<file path="config.mk">
export PLATFORM = sky130hd
export DESIGN_NAME = pipe_stage_buf
export DESIGN_NICKNAME = d
export VERILOG_FILES = /design/src/rtl/pipe_stage_buf.sv
export SDC_FILE = /design/constraint.sdc
export NUM_CORES = 1
export LEC_CHECK = 0
export ABC_CLOCK_PERIOD_IN_PS = 2400
export BUFFER_PORTS_ARGS = -buffer_cell sky130_fd_sc_hd__buf_2
export CAP_MARGIN = 20
export CORE_UTILIZATION = 30
export CTS_CLUSTER_DIAMETER = 40
export DETAILED_ROUTE_END_ITERATION = 16
export SYNTH_ARGS = -nofsm -noshare
export SYNTH_HDL_FRONTEND = slang
export SYNTH_SLANG_ARGS = --single-unit
</file>
<file path="constraint.sdc">
create_clock -name clk -period 2.4 [get_ports clk]
set_input_delay 0.36 -clock clk [delete_from_list [all_inputs] [get_ports clk]]
set_output_delay 0.36 -clock clk [all_outputs]
set_load 0.02 [all_outputs]
</file>
<file path="src/rtl/pipe_stage_buf.sv">
`default_nettype none
// ============================================================================
// Module   : pipe_stage_buf
// Brief    : Pipeline-register stage with valid/ready handshake, optional
//            two-entry skid buffer, stall/flush and NOP bubble insertion.
// Revision : 1.0 - initial release
// ============================================================================
module pipe_stage_buf #(
    parameter int                  DATA_W      = 96,
    parameter int                  CTRL_W      = 12,
    parameter logic [CTRL_W-1:0]   BUBBLE_CTRL = {CTRL_W{1'b0}},
    parameter bit                  SKID_EN     = 1'b1,
    parameter int                  CNT_W       = 16
) (
    input  logic              clk,
    input  logic              rst_n,
    input  logic              in_valid,
    output logic              in_ready,
    input  logic [DATA_W-1:0] in_data,
    input  logic [CTRL_W-1:0] in_ctrl,
    output logic              out_valid,
    input  logic              out_ready,
    output logic [DATA_W-1:0] out_data,
    output logic [CTRL_W-1:0] out_ctrl,
    input  logic              stall,
    input  logic              flush,
    input  logic              cnt_clr,
    output logic [1:0]        occupancy,
    output logic [CNT_W-1:0]  bubble_cnt
);

    localparam logic [1:0] ST_EMPTY = 2'd0;
    localparam logic [1:0] ST_BUSY  = 2'd1;
    localparam logic [1:0] ST_FULL  = 2'd2;

    logic [1:0]        state_q, state_d;
    logic [DATA_W-1:0] m_data_q, m_data_d;
    logic [CTRL_W-1:0] m_ctrl_q, m_ctrl_d;
    logic [DATA_W-1:0] s_data_q, s_data_d;
    logic [CTRL_W-1:0] s_ctrl_q, s_ctrl_d;
    logic [CNT_W-1:0]  bubble_cnt_q, bubble_cnt_d;

    logic w_m_valid;
    logic w_s_valid;
    logic w_block;
    logic w_accept;
    logic w_issue;

    assign w_m_valid = (state_q != ST_EMPTY);
    assign w_s_valid = (state_q == ST_FULL);
    assign w_block   = stall | flush;
    assign w_accept  = in_valid & in_ready;
    assign w_issue   = out_valid & out_ready;

    // State register
    always_ff @(posedge clk or negedge rst_n) begin
        if (!rst_n) begin
            state_q  <= ST_EMPTY;
            m_data_q <= '0;
            m_ctrl_q <= BUBBLE_CTRL;
        end else begin
            state_q  <= state_d;
            m_data_q <= m_data_d;
            m_ctrl_q <= m_ctrl_d;
        end
    end

    generate
        if (SKID_EN) begin : g_skid
            always_ff @(posedge clk or negedge rst_n) begin
                if (!rst_n) begin
                    s_data_q <= '0;
                    s_ctrl_q <= BUBBLE_CTRL;
                end else begin
                    s_data_q <= s_data_d;
                    s_ctrl_q <= s_ctrl_d;
                end
            end
        end else begin : g_no_skid
            assign s_data_q = '0;
            assign s_ctrl_q = BUBBLE_CTRL;
        end
    endgenerate

    // Next-state logic; flush squashes validity but leaves data registers alone
    always_comb begin
        state_d  = state_q;
        m_data_d = m_data_q;
        m_ctrl_d = m_ctrl_q;
        s_data_d = s_data_q;
        s_ctrl_d = s_ctrl_q;
        if (flush) begin
            state_d = ST_EMPTY;
        end else begin
            case (state_q)
                ST_EMPTY: begin
                    if (w_accept) begin
                        state_d  = ST_BUSY;
                        m_data_d = in_data;
                        m_ctrl_d = in_ctrl;
                    end
                end
                ST_BUSY: begin
                    if (w_accept && w_issue) begin
                        m_data_d = in_data;
                        m_ctrl_d = in_ctrl;
                    end else if (w_accept) begin
                        if (SKID_EN) begin
                            state_d  = ST_FULL;
                            s_data_d = in_data;
                            s_ctrl_d = in_ctrl;
                        end
                    end else if (w_issue) begin
                        state_d = ST_EMPTY;
                    end
                end
                ST_FULL: begin
                    if (w_issue) begin
                        state_d  = ST_BUSY;
                        m_data_d = s_data_q;
                        m_ctrl_d = s_ctrl_q;
                    end
                end
                default: state_d = ST_EMPTY;
            endcase
        end
    end

    // Output decode; rst_n gates in_ready so nothing is accepted during reset
    always_comb begin
        out_valid = w_m_valid & ~w_block;
        out_data  = m_data_q;
        out_ctrl  = out_valid ? m_ctrl_q : BUBBLE_CTRL;
        if (SKID_EN) begin
            in_ready = ~w_s_valid & ~w_block & rst_n;
        end else begin
            in_ready = (~w_m_valid | out_ready) & ~w_block & rst_n;
        end
        occupancy = {1'b0, w_m_valid} + {1'b0, w_s_valid};
    end

    always_comb begin
        bubble_cnt_d = bubble_cnt_q;
        if (cnt_clr) begin
            bubble_cnt_d = '0;
        end else if (out_ready && !out_valid && !stall && !(&bubble_cnt_q)) begin
            bubble_cnt_d = bubble_cnt_q + CNT_W'(1);
        end
    end

    always_ff @(posedge clk or negedge rst_n) begin
        if (!rst_n) begin
            bubble_cnt_q <= '0;
        end else begin
            bubble_cnt_q <= bubble_cnt_d;
        end
    end

    assign bubble_cnt = bubble_cnt_q;

endmodule
`default_nettype wire

</file>
==> results of run 1 <==
==> cell usage in the layout, fill, tap and decap left out, types with 2 or more instances in the layout <==
master	synthesis	layout
buf_12	0	4
or3_1	3	3
and3_1	15	15
nor2b_1	3	3
nand4_1	5	5
ha_1	2	2
nand3_1	5	5
a21oi_1	14	14
nand2_1	333	332
or4_1	11	11
bufinv_16	0	6
clkbuf_16	0	47
o21bai_1	3	3
o31ai_1	11	11
dfrtp_1	234	234
nor2_1	3	2
clkbuf_1	35	2
o21ai_0	2	2
clkinv_2	0	2
nand2b_1	4	3
mux2_4	9	9
clkbuf_8	0	5
clkinv_4	0	5
clkinvlp_4	0	6
buf_2	13	240
inv_1	5	5
buf_4	0	11
o32ai_1	2	2
mux2_1	3	3
mux2_2	205	205
inv_6	0	6
==> final cells by class <==
type	count	area (um2)
well taps	455	569
clock buffers	53	1230
multi-input cells	649	4410
clock inverters	27	359
flip-flops and latches	234	5860
inverters	6	25.0
fillers	3390	20600
repair buffers	260	1470
==> what timing repair did <==
item                                   CTS  global route
setup buffers                            0             0
endpoints found under the hold margin   12             0
gates cloned                             1             1
gates resized for setup                  3             0
setup endpoints to repair                2             1
hold buffers                             1             0
==> power by group <==
| part | internal [mW] | switching [mW] | total [mW] |
|---|---|---|---|
| Clock | 4.33 | 2.21 | 6.55 |
| Sequential | 4.77 | 0.392 | 5.16 |
| Combinational | 1.07 | 1.26 | 2.33 |
==> registers in the layout, indices dropped and copies added, names as in the netlist <==
signal / flops
s_data_q: 96
out_data: 96
m_ctrl_q: 12
s_ctrl_q: 12
bubble_cnt: 16
state_q: 2
==> final timing paths <==
path	to
setup / recovery	occupancy[0]
hold reg to reg	out_data[23]
setup reg to reg	bubble_cnt[9]
hold / removal	s_data_q[62]
max in group asynchronous	bubble_cnt[8]
min in group asynchronous	s_data_q[58]
==> through the flow <==
step / std cells / hold slack, ns / worst slack, ns
final: 1684 / 0.0531 / 0.137
after floorplan: 942 / 0.0644 / 0.466
after global routing: 1684 / 0.0332 / 0.0585
after CTS: 1683 / 0.0146 / 0.0141
after detailed placement: 1601 / 0.402 / 0.356
after global placement: 1601 / 0.397 / 0.371
==> worst reg2reg max path, cell delays in order (launching register included) <==
cell and delay (ns):
dfrtp_1 0.47, o21ba_2 0.26, or4_1 0.64, or4_1 0.45, a21oi_1 0.15
==> kinds of logic after synthesis <==
group | count (synthesis) | share of synthesized area
flip-flops | 234 | 0.557
AO/OA/AOI/OAI | 39 | 0.0250
multiplexers | 218 | 0.237
buffers and inverters | 59 | 0.0248
AND/OR/NAND/NOR | 390 | 0.154
adder cells (fa/ha/maj) | 2 | 0.00238
==> routing by layer <==
| metal | up-vias | share of wire | GRT usage |
|---|---|---|---|
| met1 | 3836 | 0.44 | 0.197 |
| met3 | 56 | 0.077 | 0.0512 |
| met5 | - | 0.0016 | 0 |
| met2 | 221 | 0.45 | 0.241 |
| met4 | 6 | 0.027 | 0.0639 |
| li1 | 3699 | - | - |
==> reports/metrics.csv, run 1 <==
stage;metric;value;unit
floorplan;ios;243;
synth;yosysTopAreaCell;dfrtp_1;
critical_path;crit_slowest_cell;dfrtp_1;
critical_path;critPathMaxStageDelay;0.47;ns
synth;ys_types;41;
synth;synthTopCellsByArea;dfrtp_1 (56%), mux2_2 (22%), nand2_1 (12%);
placement;dpl_cell_area;12300;um2
critical_path;rr_worst_depth;4;
power;cellPowerDensity;1010;nW/um2
critical_path;crit_required;2.04;ns
floorplan;initial_core_util;0.304;
floorplan;rows;68;
grt;track_usage;0.155;
synth;async_flop_share;1.00;
finish;antenna_cells;0;
placement;hpwl;16700;um
finish;layout-drive-gt1-share;0.455;
critical_path;critical_path_buf_inv_count;2;
synth;synth-edff-count;0;
critical_path;cp.arrival;1.90;ns
critical_path;critPathKind;register to output pin;
sta;period_needed;2.26;ns
sta;fmax;442;MHz
clock_network;cts_buffer_depth;3;
critical_path;critPathTopFamily;flip-flops;
grt;grt_max_degree;111;
synth;synth_ff_type;dfrtp_1;
clock_network;cts_inserted_buffers;44;
power;p_leak;7.20;nW
critical_path;crit_path_start;state_q[1];
grt;antenna_found_initial;3;
synth;yosysWarnings;0;
clock_network;clock_latency;0.55;ns
synth;synth_cells;942;
sta;relSlewSlack;0.428;
routing;num_vias;7818;
routing;drt_iter0_drc;286;
sta;setup_viol;0;
synth;synth.most_common_cell;nand2_1;
outcome;outcome;completed;
power;ir_drop;0.680;mV
finish;design_area;13900;um2
clock_network;path_clk_slew;0.05;ns
sta;skew;0.0208;ns
floorplan;core;34500;um2
power;total_power;14.0;mW
clock_network;cts-root-buf;clkbuf_16;
critical_path;crit_chain;or2_4, ha_1, inv_1, buf_2;
finish;postLayoutCoreUtil;0.403;
clock_network;ctsHtreeMaxLevel;2;
floorplan;die_width;189;um
routing;dr.pass1.iters;4;
floorplan;dieArea;35800;um2
min_path;worstHoldStart;in_data[62];
sta;hold_viol_final;0;
sta;fin_setup_tns;0;ns
sta;fin_crit_sh;0.943;
min_path;min_path_type;primary input to register;
synth;yosysTopAreaCellShare;0.557;
sta;rsz0062_at_grt;false;
synth;yosys-top-cells-count;nand2_1 (333), dfrtp_1 (234), mux2_2 (205);
clock_network;cts_sinks;234;
clock_network;cts_tree;yes;
synth;ys_seq_elements;234;
placement;gp_congestion;0.750;
flow_run;cap_violations;0;
sta;drv_slew;0;
min_path;holdPathStages;2;
synth;synth_nets;1059;
routing;antenna_left;0;
synth;netlist_area;10500;um2
finish;layout.nets;1312;
sta;worst_pin_slew;0.858;ns
grt;grt-ovfl-total;0;
critical_path;cp_max_fo;15;
critical_path;crit_cells;4;
grt;grt_pass1_wl;43300;um
grt;grt_pass1_vias;7990;
synth;ys_seq_area_frac;0.557;
synth;syn_avg_cell_area;11.2;um2
critical_path;reg2reg_from;state_q[1];
routing;drc;0;
routing;routed_via_density;4.64;
finish;syn_to_final_growth;32.5;%
critical_path;crit_path_start_kind;register;
placement;port-buffer-count;242;
routing;routed_wl;27500;um
floorplan;fp.dieH;189;um
routing;wl_per_cell;16.3;um
critical_path;endpoint_kind;output pin;
critical_path;regToRegSetupSlack;0.36;ns
(Power assumes the default switching activity.)
==> run 2: changes to the inputs <==
--- a/constraint.sdc
+++ b/constraint.sdc
@@ -3,2 +3,2 @@
 set_output_delay 0.36 -clock clk [all_outputs]
-set_load 0.02 [all_outputs]
+set_load 0.005 [all_outputs]
==> reports/metrics.csv, run 2 (synthesis results as in run 1) <==
stage;metric;value;unit
sta;fin_ws;0.174;ns
routing;routed_wl;27200;um
routing;antenna_left;0;
placement;hpwl;16400;um
floorplan;initial_core_util;0.304;
floorplan;rows;68;
placement;dp_worst_setup_slack;0.348;ns
finish;layout.nets;1311;
routing;wl_met1;12100;um
critical_path;crit_required;2.04;ns
critical_path;cp.arrival;1.87;ns
routing;drt_iter0_drc;269;
floorplan;core;34500;um2
sta;setup_viol;0;
clock_network;cts-root-buf;clkbuf_16;
grt;grt_max_degree;118;
floorplan;dieArea;35800;um2
sta;rsz0062_at_grt;false;
sta;fmax;449;MHz
critical_path;critPathKind;register to output pin;
finish;seq_area;5860;um2
finish;layout-drive-gt1-share;0.453;
sta;fin_setup_tns;0;ns
finish;syn_to_final_growth;32.0;%
grt;grt_pass1_vias;8095;
sta;relSlewSlack;0.536;
finish;final_common_cell;nand2_1;
routing;highest_layer;met5;
grt;grt-ovfl-total;0;
placement;dpl_cell_area;12300;um2
routing;routed_via_density;4.62;
min_path;min_path_type;primary input to register;
clock_network;cts_sinks;234;
clock_network;clock_latency;0.55;ns
critical_path;cp_max_fo;15;
placement;gp_congestion;0.737;
power;comb_power_share;0.135;
sta;hold_viol_final;0;
routing;drc;0;
critical_path;crit_path_start_kind;register;
clock_network;cts_buffer_depth;3;
power;p_seq_frac;0.391;
floorplan;ios;243;
clock_network;ctsHtreeMaxLevel;2;
routing;wl_per_cell;16.1;um
finish;design_area;13900;um2
clock_network;cts_tree;yes;
floorplan;fp.dieH;189;um
finish;final_cell_mix;nand2_1 (332), buf_2 (241), dfrtp_1 (234), mux2_2 (205), clkbuf_16 (48);
power;cellPowerDensity;953;nW/um2
routing;wl_met3;2190;um
power;p_switching;3.30;mW
sta;drv_slew;0;
sta;period_needed;2.23;ns
sta;worst_pin_slew;0.697;ns
routing;num_vias;7796;
routing;dr.pass1.iters;6;
critical_path;rr_worst_depth;4;
routing;wl_met2;12200;um
outcome;outcome;completed;
placement;port-buffer-count;242;
clock_network;cts_inserted_buffers;47;
power;p_leak;7.18;nW
grt;antenna_found_initial;4;
finish;multi_input_area;4410;um2
clock_network;cts_setup_buffers;0;
flow_run;cap_violations;0;
grt;grt_pass1_wl;43100;um
power;ir_drop;0.648;mV
finish;nFillCells;3381;
sta;fin_crit_sh;0.928;
critical_path;regToRegSetupSlack;0.38;ns
grt;track_usage;0.152;
critical_path;endpoint_kind;output pin;
power;internal_power;9.91;mW
clock_network;path_clk_slew;0.05;ns
min_path;holdPathStages;2;
power;switching_share;0.250;
power;p_clk_frac;0.474;
floorplan;die_width;189;um
sta;skew;0.0193;ns
run 2: cell types whose count changed in the layout (fill, tap and decap cells not counted), moves of 3 or more:
cell / before / now
buf_4: 11 / 4
bufinv_16: 6 / 1
clkbuf_1: 2 / 5
clkbuf_8: 5 / 12
buf_12: 4 / 7
clkinv_2: 2 / 5
run 2: timing repair:
action / in CTS / in global routing
gates resized for setup: 1 / 1
setup endpoints to repair: 1 / 1
hold endpoints to repair: 13 / 0
hold buffers: 1 / 0
cloned: 0 / 1
run 2: final timing paths:
kind,from,end
worst max-delay path,state_q[1],occupancy[0]
worst min-delay path,in_data[36],s_data_q[36]
worst max register to register,state_q[1],bubble_cnt[13]
worst min register to register,out_data[23],out_data[23]
max in group asynchronous,rst_n,bubble_cnt[11]
min in group asynchronous,rst_n,state_q[0]
run 2: layer usage:
layer / track usage / vias up
met4: 0.0471 / 6
met3: 0.0599 / 53
met2: 0.241 / 222
met1: 0.190 / 3808
met5: 0 / -
li1: - / 3707
run 2: critical path, cell delays in order, from the launching register on:
cell,delay (ns)
dfrtp_1,0.46
or2_4,0.37
ha_1,0.30
inv_1,0.06
buf_2,0.13
run 2: area by class of cell:
| type | count | area share |
|---|---|---|
| sequential | 234 | 0.422 |
| clock inverter | 22 | 0.0136 |
| multi-input combinational | 649 | 0.318 |
| clock buffer | 64 | 0.0981 |
| antenna | 1 | 0.000180 |
| inverter | 6 | 0.00180 |
| tap | 455 | 0.0410 |
| timing repair buffer | 256 | 0.105 |
run 2: power by group through the flow:
stage / sequential [mW] / clock, mW / combinational, mW
after floorplan: 5.19 / 0 / 0.904
after CTS: 5.17 / 6.45 / 1.82
after global placement: 5.18 / 0 / 1.77
final: 5.16 / 6.27 / 1.78
after detailed placement: 5.22 / 0 / 1.81
after global routing: 5.27 / 6.61 / 1.98
run 2: stage by stage:
| stage | utilization | hold slack [ns] | power, mW | std cells |
|---|---|---|---|---|
| global route | 0.401 | 0.0267 | 13.9 | 1686 |
| CTS | 0.401 | 0.00443 | 13.4 | 1685 |
| detailed placement | 0.355 | 0.168 | 7.03 | 1598 |
| finish | 0.402 | 0.0510 | 13.2 | 1687 |
| floorplan | - | 0.0644 | 6.10 | 942 |
| global placement | 0.355 | 0.169 | 6.95 | 1598 |
==> run 3: changes to the inputs <==
Settings changed: GPL_TIMING_DRIVEN set to 0, REMOVE_ABC_BUFFERS set to 1.
==> reports/metrics.csv, run 3 (synthesis results as in run 1) <==
stage;metric;value;unit
power;cellPowerDensity;948;nW/um2
placement;port-buffer-count;242;
sta;hold_viol_final;0;
critical_path;rr_worst_depth;5;
power;switching_share;0.244;
sta;drv_slew;0;
critical_path;reg2reg_from;bubble_cnt[1];
min_path;min_path_type;primary input to register;
min_path;worstHoldEndpoint;s_data_q[59];
power;comb_power_share;0.140;
placement;hpwl;16200;um
sta;rsz0062_at_grt;false;
sta;skew;0.0198;ns
finish;design_area;14100;um2
power;ir_drop;0.609;mV
power;p_switching;3.25;mW
clock_network;cts-root-buf;clkbuf_16;
grt;grt-ovfl-total;0;
floorplan;dieArea;35800;um2
critical_path;timing.rr.end;bubble_cnt[5];
clock_network;cts_tree;yes;
critical_path;critPathKind;register to output pin;
critical_path;critPathMaxStageDelay;0.48;ns
min_path;worstHoldStart;in_data[59];
critical_path;regToRegSetupSlack;0.26;ns
critical_path;cp_max_fo;9;
placement;gp_congestion;0.768;
outcome;outcome;completed;
sta;fin_ws;0.125;ns
finish;final_cell_mix;nand2_1 (331), buf_2 (241), dfrtp_1 (232), mux2_2 (205), clkbuf_16 (47);
critical_path;cp.arrival;1.92;ns
sta;relSlewSlack;0.469;
clock_network;cts_sinks;234;
critical_path;critical_path_buf_inv_count;3;
grt;grt_pass1_vias;8140;
routing;wl_per_cell;16.9;um
finish;final_common_cell;nand2_1;
placement;dpl_cell_area;12300;um2
grt;grt_max_degree;71;
routing;antenna_left;0;
sta;period_needed;2.28;ns
flow_run;cap_violations;0;
sta;fin_crit_sh;0.948;
critical_path;endpoint_kind;output pin;
clock_network;ctsHtreeMaxLevel;2;
grt;track_usage;0.162;
routing;routed_wl;28600;um
power;p_leak;7.25;nW
clock_network;cts_inserted_buffers;45;
floorplan;die_width;189;um
floorplan;ios;243;
routing;drc;0;
critical_path;crit_chain;nand2b_4, buf_4, ha_1, inv_1, buf_2;
power;p_clk_frac;0.474;
grt;grt_pass1_wl;45100;um
routing;num_vias;7919;
critical_path;crit_path_start_kind;register;
sta;fmax;440;MHz
floorplan;core;34500;um2
placement;dp_worst_setup_slack;-1.09;ns
floorplan;rows;68;
floorplan;initial_core_util;0.304;
routing;drt_iter0_drc;305;
finish;syn_to_final_growth;34.0;%
sta;setup_viol;0;
routing;routed_via_density;4.67;
clock_network;path_clk_slew;0.05;ns
sta;worst_pin_slew;0.790;ns
min_path;holdPathStages;2;
routing;dr.pass1.iters;4;
clock_network;cts_buffer_depth;3;
finish;layout-drive-gt1-share;0.456;
clock_network;clock_latency;0.55;ns
critical_path;critPathTopFamily;flip-flops;
finish;layout.nets;1321;
grt;antenna_found_initial;2;
critical_path;crit_slowest_cell;dfrtp_2;
power;p_seq_frac;0.386;
floorplan;fp.dieH;189;um
power;internal_power;10.1;mW
critical_path;crit_required;2.04;ns
run 3: cell count changes in the layout (fill, tap and decap cells not counted), sizes merged:
cell,before,now
clkinv,10,8
inv,12,7
diode,1,2
nand2b,4,6
or4,12,14
buf,254,259
bufinv,1,4
dlygate4sd3,1,3
nand2,333,334
bufbuf,0,1
clkbuf,65,62
run 3: what timing repair did:
| action | in CTS | in global routing |
|---|---|---|
| pin swaps | 3 | 2 |
| resized for setup | 14 | 2 |
| cloned | 5 | 1 |
| endpoints found under the setup margin | 168 | 58 |
| hold endpoints to repair | 61 | 0 |
| hold buffers | 6 | 0 |
| setup buffers | 4 | 4 |
run 3: cell type report:
| cell class | count | area, um2 |
|---|---|---|
| repair buffers | 263 | 1580 |
| inverters | 6 | 38.8 |
| clock inverters | 18 | 229 |
| flip-flops and latches | 234 | 5860 |
| multi-input cells | 654 | 4500 |
| well taps | 455 | 569 |
| fillers | 3400 | 20500 |
| clock buffers | 62 | 1310 |
| diodes | 2 | 5.00 |
run 3: power groups by stage:
stage	Sequential [mW]	Clock, mW	Combinational (mW)
5_1_grt	5.26	6.71	2.06
3_5_place_dp	5.20	0	1.83
4_1_cts	5.15	6.52	1.90
2_1_floorplan	5.19	0	0.904
6_report	5.15	6.34	1.86
3_3_place_gp	5.16	0	1.80
run 3: through the flow:
| stage | hold slack, ns | util | setup TNS, ns | total power [mW] | std cells |
|---|---|---|---|---|---|
| finish | 0.0547 | 0.408 | 0 | 13.4 | 1694 |
| CTS | 0.0107 | 0.407 | -0.0244 | 13.6 | 1688 |
| global route | 0.0150 | 0.408 | 0 | 14.0 | 1692 |
| detailed placement | 0.342 | 0.355 | -176.70 | 7.04 | 1593 |
| floorplan | 0.0644 | - | -349.89 | 6.10 | 889 |
| global placement | 0.473 | 0.349 | -2250.50 | 6.96 | 1586 |
run 3: worst reg2reg max path: cells and delay by family, from the launching register on:
| family | cells | cell delay, ns |
|---|---|---|
| adders and majority gates | 1 | 0.28 |
| muxes | 1 | 0.30 |
| DFF | 1 | 0.42 |
| and+or+nand+nor | 3 | 1.00 |
run 3: how the worst max path moves through the flow:
stage	startpoint	to	slack (ns)	cells after the start
after floorplan	state_q[0]	m_ctrl_q[0]	-3.20	4
final	state_q[0]	occupancy[0]	0.12	5
after detailed placement	rst_n	out_data[23]	-1.09	7
after global placement	rst_n	out_data[28]	-8.11	5
after CTS	state_q[0]	occupancy[1]	-0.02	4
after global routing	state_q[0]	occupancy[0]	0.04	5
run 3: layer usage:
metal / part of all wire / track usage / vias to the layer above
li1: - / - / 3736
met1: 0.43 / 0.198 / 3922
met2: 0.47 / 0.266 / 214
met3: 0.079 / 0.0608 / 45
met4: 0.018 / 0.0487 / 2
met5: 0.00035 / 0 / -
